File: config.mk
export PLATFORM = sky130hd
export DESIGN_NAME = mcpu_ctrl_fsm
export DESIGN_NICKNAME = d
export VERILOG_FILES = /design/src/rtl/mcpu_ctrl_fsm.sv
export SDC_FILE = /design/constraint.sdc
export NUM_CORES = 1
export LEC_CHECK = 0
export ABC_AREA = 1
export BUFFER_PORTS_ARGS = -buffer_cell sky130_fd_sc_hd__clkbuf_2
export CAP_MARGIN = 20
export CORE_MARGIN = 5
export CORE_UTILIZATION = 39
export CTS_BUF_LIST = sky130_fd_sc_hd__clkbuf_4 sky130_fd_sc_hd__clkbuf_8
export CTS_CLUSTER_SIZE = 40
export DETAILED_ROUTE_END_ITERATION = 6
export PLACE_DENSITY = 0.88
export SYNTH_ARGS = -nofsm -noshare
export SYNTH_HDL_FRONTEND = slang
export SYNTH_SLANG_ARGS = --single-unit
File: constraint.sdc
create_clock -name clk -period 1.1 [get_ports clk]
set_input_delay 0.055 -clock clk [delete_from_list [all_inputs] [get_ports clk]]
set_output_delay 0.055 -clock clk [all_outputs]
set_load 0.02 [all_outputs]
File: src/rtl/mcpu_ctrl_fsm.sv
// mcpu_ctrl_fsm -- multi-cycle MIPS-subset control unit.
// Decodes opcode/funct into a Moore-style sequence of datapath controls. The
// branch PC write additionally follows the ALU zero flag in the same cycle.
// Optional feature: define MCPU_JAL_EN to enable the JAL and JR instructions.
// Without it those encodings trap to ILLEGAL and the JAL/JR states do not exist.
// HALT_ON_ILLEGAL = 1 parks the FSM in ILLEGAL until reset. HALT_ON_ILLEGAL = 0
// spends one ILLEGAL cycle and then refetches.
// reset is asynchronous and active-low.
module mcpu_ctrl_fsm #(
  parameter bit HALT_ON_ILLEGAL = 1'b1
) (
  input  logic       clk,
  input  logic       reset,
  input  logic [5:0] opcode,
  input  logic [5:0] funct,
  input  logic       zero,
  output logic       pc_we,
  output logic       ir_we,
  output logic       mem_we,
  output logic       reg_we,
  output logic       a_we,
  output logic       b_we,
  output logic       ben,
  output logic       mem_in,
  output logic       beq_bne,
  output logic [1:0] reg_dst,
  output logic [1:0] reg_in,
  output logic [1:0] alu_src_a,
  output logic [1:0] alu_src_b,
  output logic [2:0] alu_op,
  output logic [1:0] pc_src,
  output logic [3:0] state,
  output logic       illegal
);

  typedef enum logic [3:0] {
    FETCH    = 4'd0,
    DECODE   = 4'd1,
    EXEC_R   = 4'd2,
    WB_R     = 4'd3,
    EXEC_I   = 4'd4,
    WB_I     = 4'd5,
    MEM_ADDR = 4'd6,
    MEM_RD   = 4'd7,
    MEM_WB   = 4'd8,
    MEM_WR   = 4'd9,
    BRANCH   = 4'd10,
    JUMP     = 4'd11,
`ifdef MCPU_JAL_EN
    JAL      = 4'd12,
    JR       = 4'd13,
`endif
    ILLEGAL  = 4'd15
  } state_t;

  localparam logic [5:0] OP_RTYPE = 6'h00;
  localparam logic [5:0] OP_ADDI  = 6'h08;
  localparam logic [5:0] OP_XORI  = 6'h0E;
  localparam logic [5:0] OP_LW    = 6'h23;
  localparam logic [5:0] OP_SW    = 6'h2B;
  localparam logic [5:0] OP_BEQ   = 6'h04;
  localparam logic [5:0] OP_BNE   = 6'h05;
  localparam logic [5:0] OP_J     = 6'h02;
  localparam logic [5:0] FN_ADD   = 6'h20;
  localparam logic [5:0] FN_SUB   = 6'h22;
  localparam logic [5:0] FN_SLT   = 6'h2A;
`ifdef MCPU_JAL_EN
  localparam logic [5:0] OP_JAL   = 6'h03;
  localparam logic [5:0] FN_JR    = 6'h08;
`endif

  localparam logic [2:0] ALU_ADD = 3'd0;
  localparam logic [2:0] ALU_SUB = 3'd1;
  localparam logic [2:0] ALU_XOR = 3'd2;
  localparam logic [2:0] ALU_SLT = 3'd3;

  state_t state_q, state_d;

  // Enables before reset gating. FETCH drives them, so they must be masked
  // while reset is held low.
  logic pc_we_c, ir_we_c, mem_we_c, reg_we_c, a_we_c, b_we_c, ben_c;

  // State register: reset forces FETCH immediately, without waiting for a clock edge.
  always_ff @(posedge clk or negedge reset) begin
    // NOTE: sequential state uses non-blocking assignment so every flop samples pre-edge values.
    if (!reset) state_q <= FETCH;
    else        state_q <= state_d;
  end

  // Next-state logic: fixed successors, with the opcode/funct dispatch in DECODE.
  always_comb begin
    // NOTE: default first so every path assigns state_d and no latch is inferred.
    state_d = FETCH;
    case (state_q)
      FETCH:    state_d = DECODE;
      DECODE: begin
        case (opcode)
          OP_RTYPE: begin
            if (funct == FN_ADD || funct == FN_SUB || funct == FN_SLT) state_d = EXEC_R;
`ifdef MCPU_JAL_EN
            else if (funct == FN_JR) state_d = JR;
`endif
            else state_d = ILLEGAL;
          end
          OP_ADDI, OP_XORI: state_d = EXEC_I;
          OP_LW, OP_SW:     state_d = MEM_ADDR;
          OP_BEQ, OP_BNE:   state_d = BRANCH;
          OP_J:             state_d = JUMP;
`ifdef MCPU_JAL_EN
          OP_JAL:           state_d = JAL;
`endif
          default:          state_d = ILLEGAL;
        endcase
      end
      EXEC_R:   state_d = WB_R;
      EXEC_I:   state_d = WB_I;
      MEM_ADDR: state_d = (opcode == OP_SW) ? MEM_WR : MEM_RD;
      MEM_RD:   state_d = MEM_WB;
      ILLEGAL:  state_d = HALT_ON_ILLEGAL ? ILLEGAL : FETCH;
      default:  state_d = FETCH;
    endcase
  end

  // Output decode: every control signal is 0 unless the current state drives it.
  always_comb begin
    pc_we_c   = 1'b0;
    ir_we_c   = 1'b0;
    mem_we_c  = 1'b0;
    reg_we_c  = 1'b0;
    a_we_c    = 1'b0;
    b_we_c    = 1'b0;
    ben_c     = 1'b0;
    mem_in    = 1'b0;
    beq_bne   = 1'b0;
    reg_dst   = 2'd0;
    reg_in    = 2'd0;
    alu_src_a = 2'd0;
    alu_src_b = 2'd0;
    alu_op    = ALU_ADD;
    pc_src    = 2'd0;
    illegal   = 1'b0;
    case (state_q)
      FETCH: begin
        ir_we_c   = 1'b1;
        pc_we_c   = 1'b1;
        alu_src_b = 2'd3;
        pc_src    = 2'd2;
      end
      DECODE: begin
        a_we_c = 1'b1;
        b_we_c = 1'b1;
        ben_c  = 1'b1;
      end
      EXEC_R: begin
        alu_src_a = 2'd1;
        alu_src_b = 2'd2;
        if (funct == FN_SUB)      alu_op = ALU_SUB;
        else if (funct == FN_SLT) alu_op = ALU_SLT;
        else                      alu_op = ALU_ADD;
      end
      WB_R: reg_we_c = 1'b1;
      EXEC_I: begin
        alu_src_a = 2'd1;
        alu_src_b = 2'd1;
        alu_op    = (opcode == OP_XORI) ? ALU_XOR : ALU_ADD;
      end
      WB_I: begin
        reg_we_c = 1'b1;
        reg_dst  = 2'd1;
      end
      MEM_ADDR: begin
        alu_src_a = 2'd1;
        alu_src_b = 2'd1;
      end
      MEM_RD: mem_in = 1'b1;
      MEM_WB: begin
        reg_we_c = 1'b1;
        reg_dst  = 2'd1;
        reg_in   = 2'd1;
      end
      MEM_WR: begin
        mem_we_c = 1'b1;
        mem_in   = 1'b1;
      end
      BRANCH: begin
        alu_src_a = 2'd1;
        alu_src_b = 2'd2;
        alu_op    = ALU_SUB;
        pc_src    = 2'd3;
        beq_bne   = opcode[0];
        pc_we_c   = zero ^ opcode[0];
      end
      JUMP: begin
        pc_we_c = 1'b1;
        pc_src  = 2'd1;
      end
`ifdef MCPU_JAL_EN
      JAL: begin
        pc_we_c  = 1'b1;
        reg_we_c = 1'b1;
        pc_src   = 2'd1;
        reg_dst  = 2'd2;
        reg_in   = 2'd2;
      end
      JR: begin
        pc_we_c   = 1'b1;
        alu_src_a = 2'd1;
        alu_src_b = 2'd2;
        pc_src    = 2'd2;
      end
`endif
      ILLEGAL: illegal = 1'b1;
      default: ;
    endcase
  end

  assign pc_we  = reset & pc_we_c;
  assign ir_we  = reset & ir_we_c;
  assign mem_we = reset & mem_we_c;
  assign reg_we = reset & reg_we_c;
  assign a_we   = reset & a_we_c;
  assign b_we   = reset & b_we_c;
  assign ben    = reset & ben_c;
  assign state  = state_q;

endmodule
Yosys cells after proc, flatten, opt, wreduce, memory -nomap -nowiden
Cells that the tools add are included.
{"block": "totals", "ff_bits": 4, "out_inout_bits": 27, "input_bits": 15, "elab_cells": 64}
{"block": "op_classes", "n_bitwise": 6, "n_reduce_logical": 14, "mux": 21, "eq_ne": 22}
{"cell": "== test 6 bit, second input constant", "n": 5}
{"cell": "case mux 4 bit (7 select lines)", "n": 1}
{"cell": "== test 4 bit, second input constant", "n": 5}
{"cell": "case mux 4 bit (5 select lines)", "n": 1}
{"cell": "case mux 2 bit (3 select lines)", "n": 3}
{"cell": "== test 4 x 3 -> 1 bit, second input constant", "n": 4}
{"cell": "OR reduction 2 bit", "n": 8}
{"cell": "== test 6 x 3 -> 1 bit, second input constant", "n": 2}
{"cell": "== test 6 x 4 -> 1 bit, second input constant", "n": 2}
{"cell": "2-to-1 mux 1 bit", "n": 10}
{"cell": "== test 4 x 2 -> 1 bit, second input constant", "n": 2}
{"cell": "2-to-1 mux 4 bit", "n": 2}
{"cell": "== test 6 x 2 -> 1 bit, second input constant", "n": 1}
{"cell": "zero test 6 bit", "n": 1}
{"cell": "2-to-1 mux 2 bit", "n": 3}
{"cell": "bitwise AND 1 bit", "n": 5}
{"cell": "== test 4 x 1 -> 1 bit, second input constant", "n": 1}
{"cell": "zero test 4 bit", "n": 1}
{"cell": "OR reduction 4 bit", "n": 1}
{"cell": "OR reduction 3 bit", "n": 1}
{"cell": "logical OR 1 bit", "n": 2}
{"cell": "case mux 1 bit (2 select lines)", "n": 1}
{"cell": "XOR 1 bit", "n": 1}

Logic depth before layout (Yosys ltp)
Gate-level depths: netlist (run 1).
{"block": "logic_depth", "word_depth": 6, "mapped_depth": 10, "ltp_nobuf": 10}

Worst setup path before layout (run 1)
OpenSTA, ideal clock, no wires.
{"block": "synth_timing", "path_type": "register to output", "startpoint": "register state_q[2] (netlist: state[2])", "endpoint": "output b_we", "stages_incl_launch_ff": 5, "arrival_time_ns": 1.351, "setup_slack_ns": -0.306, "required_time_ns": 1.045, "n_path_buf": 1, "cell_sequence": "dfrtp_1 nor2_1 nand2_1 nor2_1 buf_4"}
{"block": "synth_via", "elab_chain_cells": 3}
{"element": "start, declared", "line_no": "77", "source": "state_t state_q, state_d;"}
{"element": "start signal, assigned", "line_no": "87", "source": "else state_q <= state_d;"}
{"element": "== test 4 x 1 -> 1 bit"}
{"element": "2-to-1 mux 1 bit"}
{"element": "bitwise AND 1 bit"}
{"element": "end, declared", "line_no": "22", "source": "output logic b_we,"}
No other way between the ends.

Worst setup path in the final report (run 1)
{"block": "layout_timing", "startpoint": "register state_q[2] (netlist: state[2])", "endpoint": "register state_q[1] (netlist: state[1])"}
{"block": "layout_via", "elab_chain_cells": 2, "word_cells_on_any_way": 8, "classes_between": "6 x eq/ne; 1 x mux; 1 x reduce/logical"}
{"element": "== test 4 bit, or another cell as far along", "line_no": "94", "source": "case (state_q)"}
{"element": "case mux 4 bit (7 select lines) (*)", "line_no": "94"}
{"element": "named net state_d[1]", "line_no": "77"}
Mark *: on every way through the listed nets, which the timed path passes. The rest lies on a longest branch.

==> metrics, run 1 <==
drt first pass iters=4; width of the die=roughly 50 um; initial cell density of the core=0.421; fraction of final layout cells sized beyond drive strength 1=0.649; vias in the first global route=~1000; net count of the finished layout=between 200 and 250; Pwr Density=around 2600 nW/um^2; Arrival @ worst endpoint=around 1.7 ns; global-route wire length before repair=~4600 um; Vias/cell=approximately 5.9; later-pin clock latency in the skew report=about 0.23 ns; Placed Cells=189; setup slack, reg-to-reg=-0.48 ns; Filler cells=a little over 60; worst path setup slack after routing=-0.477 ns; clock tree skew after final layout=around 0.0028 ns; clock sinks=4; reg-to-reg endpoint=state[1]; number of flops mapped to enable cells by yosys=0; predominant post-synthesis flop cell=dfrtp_1; post-layout min period=1.58 ns; CP Data Required Time=roughly 1.2 ns; detailed-placement wirelength estimate=between 1500 and 2000 um; routed length per placed instance=between 15 and 20 um; share of synthesized area occupied by flip-flops and latches=0.154; highest attainable clock frequency=roughly 630 MHz; share of async-settable or async-resettable flops after synthesis=1.00; CP max FO=4; total count of hold-check failures in the final report=0; RSZ-0062 raised after global routing=true; most common library cell in the layout ignoring fill and taps=clkbuf_2; number of flip-flops in the largest register=4; die area=2580 um^2; Final setup viols=23; CTS tree=built; remaining antenna violation count after routing=0; clock tree root driver cell=clkbuf_4; minimum setup slack after placement=-0.214 ns; Critical Path Start Type=flip-flop; top library cells by usage in the layout, fill and taps aside=19 x clkbuf_2, 18 x nor2_1, 15 x nand2_1, 15 x buf_4; number of antenna violations at the first check in global routing=0; detailed-route DRC error count=0; Syn Std Cell Area=649 um^2; number of standard cells after synthesis=approximately 120; worst-case hold slack=0.274 ns; run status=finished with violations; buffer levels on the longest clock path=2; Core Rows=14; mean instance size in the synthesized netlist=about 5.2 um^2; r2r startpoint=state[2]; worst setup path category=flip-flop to flip-flop; cell count of the worst reg-to-reg path=7; Synth warnings=0; sum of routed wire length over all layers=between 3000 and 4000 um; number of top-level design ports=42; initial detailed-routing violation count=61; number of buffers added by the clock tree synthesis step=3; max capacitance violation total=0; clock slew at reported path FFs=about 0.040 ns; Seq cells post-synth=4; Area growth syn-to-layout=118%; failing checks=negative setup slack; path class of the lowest-slack min-delay path=input port to asynchronous set/reset pin; final worst path period share=1.43; count of input and output buffers=37; Remaining Overflow, GRT=0; count of different cell masters after synthesis=22; maximum number of pins on one net before global-route repair=7; number of max-slew violations in the final report=0; htree depth=1; global placer's final weighted congestion=approximately 0.9; highest ir drop seen on vdd=~2.2 mV; critical path capture point type=flip-flop; ant diodes=0; sum of internal, switching and leakage power=around 0.0037 W; vias after detailed routing=between 1000 and 1500; die extent in y=~51 um; standard cell core area=~1500 um^2; Total GRT Usage=0.222; final instance count without filler cells=roughly 200; LEAKAGE=roughly 0.77 nW
-- worst max path at each step --
stage                         to  slack, ns  startpoint  cells after the start
floorplan              alu_op[1]      -0.08    state[1]                      3
global placement       alu_op[1]      -0.16    state[2]                      6
detailed placement     alu_op[1]      -0.21    state[2]                      6
CTS                 alu_src_a[0]      -0.33    state[3]                      8
global route            state[1]      -0.51    state[2]                      7
finish                  state[1]      -0.48    state[2]                      7
-- cell families (layout without fill, tap and decap cells) --
| group | after synthesis | count (layout) | share of synthesized area |
|---|---|---|---|
| simple gates | 78 | 78 | 0.528 |
| buf+inv | 30 | 88 | 0.208 |
| compound gates | 10 | 10 | 0.0905 |
| flops | 4 | 4 | 0.154 |
| other cells | 1 | 4 | 0.00577 |
| xor+xnor | 1 | 1 | 0.0135 |
-- report_power, final --
group,internal [W],leakage [nW],switching [W]
logic,0.00134,0.709,0.00174
registers,0.000229,0.0452,0.000173
clock network,0.000122,0.0138,0.0000629
total,0.00169,0.768,0.00198
-- final cells by class --
type                    instances  area (um^2)  area share
well taps                      16         20.0      0.0141
multi-input cells              93          644       0.454
flip-flops and latches          4          105      0.0741
inverters                      24         95.1      0.0670
clock buffers                   3         22.5      0.0159
repair buffers                 61          532       0.375
-- cells in the mapped netlist, types with 2 or more instances --
cell	number	share of area
inv_1	19	0.11
nor2_1	28	0.16
inv_2	5	0.029
nand3_2	2	0.031
nand2_1	31	0.18
nand3_1	8	0.062
a211oi_1	2	0.023
dfrtp_1	4	0.15
nor2_2	3	0.029
o21ai_1	3	0.023
o21ai_0	2	0.015
buf_4	6	0.069
nand2_2	2	0.019
-- layer usage --
layer | global-route usage | vias to the layer above | wire length [um]
met5 | 0 | - | 0
met4 | 0.0553 | 0 | 303
met3 | 0.0266 | 34 | 440
met2 | 0.411 | 111 | 1870
met1 | 0.265 | 537 | 1380
li1 | - | 497 | -
-- what timing repair did --
item | CTS | global route
setup endpoints to repair | 23 | 23
endpoints found under the hold margin | 4 | 0
setup buffers | 3 | 7
resized for setup | 59 | 35
hold buffers | 1 | 0
pin swaps | 16 | 15
cloned | 0 | 0
-- through the flow --
step | utilization | cell area (um^2) | TNS [ns]
final | 0.920 | 1420 | -8.40
after global routing | 0.920 | 1420 | -9.47
after CTS | 0.825 | 1270 | -5.81
after detailed placement | 0.663 | 1020 | -2.04
after global placement | 0.663 | 1020 | -1.41
after floorplan | - | 749 | -0.605
-- critical path, stage by stage, from the launching register on --
cell,delay [ns]
dfrtp_2,0.46
buf_6,0.16
buf_6,0.11
nand2_4,0.07
nor2_4,0.05
buf_6,0.12
a211oi_1,0.29
o21ai_1,0.16
Note: power is estimated with default switching activity, not from simulation.
==> inputs of run 2 (changes only) <==
BUFFER_PORTS_ARGS = unset   (was -buffer_cell sky130_fd_sc_hd__clkbuf_2)
CORE_AREA = 5 5 42 44   (was unset)
CORE_MARGIN = unset   (was 5)
CORE_UTILIZATION = unset   (was 39)
DIE_AREA = 0 0 47 49   (was unset)
DONT_BUFFER_PORTS = 1   (was unset)
PLACE_DENSITY = 0.76   (was 0.88)
==> run 2 against run 1 <==
Compared with the run above:
- the run still ends with negative setup slack left
- non-clock buffer count is 31 lower
- cell count decreased by 15%
- via count is 24% lower
- core utilization down 13 points
- setup slack improved by 0.15 ns
- routed wire length fell by 39%
- die area decreased by 11%
- clock-buffer cell count unchanged
- global-route usage is 2.0 points lower
==> metrics, run 2 (synthesized netlist as in run 1, its figures left out) <==
initial cell density of the core=0.463 (+0.0421); later-pin clock latency in the skew report=0.23 ns (about the same); vias in the first global route=888 (-12%); sum of routed wire length over all layers=2460 um (-39%); clock tree skew after final layout=0.00379 ns (+0.000943 ns); global-route wire length before repair=3520 um (-24%); CP max FO=5 (+1); maximum number of pins on one net before global-route repair=7 (unchanged); final instance area=1110 um^2 (-22%); initial detailed-routing violation count=25 (-59%); remaining antenna violation count after routing=0 (unchanged); number of buffers added by the clock tree synthesis step=3 (unchanged); worst path setup slack after routing=-0.332 ns (+0.146 ns); number of top-level design ports=42 (unchanged); number of flip-flops in the largest register=4 (unchanged); run status=finished with violations; count of input and output buffers=0 (-100%); number of antenna violations at the first check in global routing=0 (unchanged); worst setup path category=flip-flop to output port; post-layout min period=1.43 ns (-0.146 ns); CTS tree=built; Core Rows=14 (unchanged); die area=2300 um^2 (-11%); ant diodes=0 (unchanged); failing checks=negative setup slack; detailed-route DRC error count=0 (unchanged); routed length per placed instance=14.4 um (-27%); cell count of the worst reg-to-reg path=5 (-2); die extent in y=49 um (-3.6%); net count of the finished layout=171 (-15%); Remaining Overflow, GRT=0 (unchanged); reg-to-reg endpoint=state[1]; worst-case hold slack=0.101 ns (-0.173 ns); Vias/cell=5.28 (-9.9%); htree depth=1 (unchanged); instance area at placement=917 um^2 (-10%); top library cells by usage in the layout, fill and taps aside=22 x buf_4, 20 x nor2_1, 15 x nand2_2, 15 x nand2_1, 14 x inv_1; detailed-placement wirelength estimate=1690 um (-4.6%); Critical Path Start Type=flip-flop; Area growth syn-to-layout=70.9%; highest attainable clock frequency=699 MHz (+10%); fraction of final layout cells sized beyond drive strength 1=0.552 (-0.0967); clock sinks=4 (unchanged); path class of the lowest-slack min-delay path=input port to asynchronous set/reset pin; post-layout util=0.792 (-0.128); vias after detailed routing=898 (-24%); LEAKAGE=0.590 nW (-23%); final instance count without filler cells=170 (-15%); Final setup viols=23 (unchanged); Arrival @ worst endpoint=1.38 ns (-0.28 ns); width of the die=47 um (-7.5%); drt first pass iters=4 (unchanged); setup slack, reg-to-reg=-0.25 ns (+0.23 ns); critical path capture point type=output port; most common library cell in the layout ignoring fill and taps=buf_4; total count of hold-check failures in the final report=0 (unchanged); max capacitance violation total=0 (unchanged); standard cell core area=1400 um^2 (-9.1%); global placer's final weighted congestion=0.849 (-4.2%); Total GRT Usage=0.202 (-0.0199); CP Data Required Time=1.04 ns (-0.14 ns); RSZ-0062 raised after global routing=true; clock slew at reported path FFs=0.04 ns (about the same); Sum Neg Setup Slack=-5.60 ns (+2.80 ns); number of max-slew violations in the final report=0 (unchanged); r2r startpoint=state[1]; clock tree root driver cell=clkbuf_4; buffer levels on the longest clock path=2 (unchanged); highest ir drop seen on vdd=0.911 mV (-58%); final worst path period share=1.30 (-0.133); Pwr Density=2570 nW/um^2 (-0.65%); Placed Cells=161 (-15%)
-- run 2: changes by cell type in the layout (fill, tap and decap cells not counted), sizes merged --
cell | previous run | this run
buf | 35 | 29
clkbuf | 28 | 3
-- run 2: worst max-delay path: stages (launching register included) --
cell and delay [ns]:
dfrtp_2 0.46, buf_4 0.17, nor2_4 0.13, nand2_1 0.11, o21ai_4 0.09, o21ai_2 0.08, inv_2 0.10
-- run 2: cell type report --
cell class | count | area, um^2
flip-flops and latches | 4 | 105
multi-input cells | 93 | 604
clock buffers | 3 | 22.5
inverters | 24 | 95.1
repair buffers | 30 | 263
well taps | 16 | 20.0
fillers | 90 | 292
-- run 2: worst max-delay path by stage --
stage	startpoint	end	slack (ns)	cells past startpoint
finish	state[1]	reg_we	-0.33	6
global placement	state[2]	alu_op[1]	-0.13	6
CTS	state[3]	pc_we	-0.27	6
global route	state[1]	reg_we	-0.40	6
detailed placement	state[2]	alu_op[1]	-0.17	6
floorplan	state[1]	alu_op[1]	-0.08	3
-- run 2: power breakdown --
| group | internal [W] | total (W) | switching (W) |
|---|---|---|---|
| logic | 0.000913 | 0.00231 | 0.00140 |
| registers | 0.000229 | 0.000366 | 0.000137 |
| clock network | 0.000122 | 0.000176 | 0.0000548 |
| total | 0.00126 | 0.00285 | 0.00159 |
-- run 2: stage by stage --
stage	worst slack (ns)	total power, W
after floorplan	-0.0817	0.00146
after global placement	-0.126	0.00206
after detailed placement	-0.168	0.00210
after CTS	-0.270	0.00268
after global routing	-0.402	0.00302
final	-0.332	0.00285
-- run 2: per-layer routing --
layer | track usage | vias to the layer above | wire (um)
li1 | - | 430 | -
met1 | 0.204 | 430 | 903
met2 | 0.378 | 34 | 1400
met3 | 0.0185 | 4 | 113
met4 | 0.101 | 0 | 42
met5 | 0 | - | 0
-- run 2: timing repair --
action                                 4_1_cts  5_1_grt
pin swaps                                   17        7
resized for setup                           31        8
endpoints found under the hold margin        4        0
hold buffers                                 1        0
setup buffers                                3        2
setup endpoints to repair                   22       23
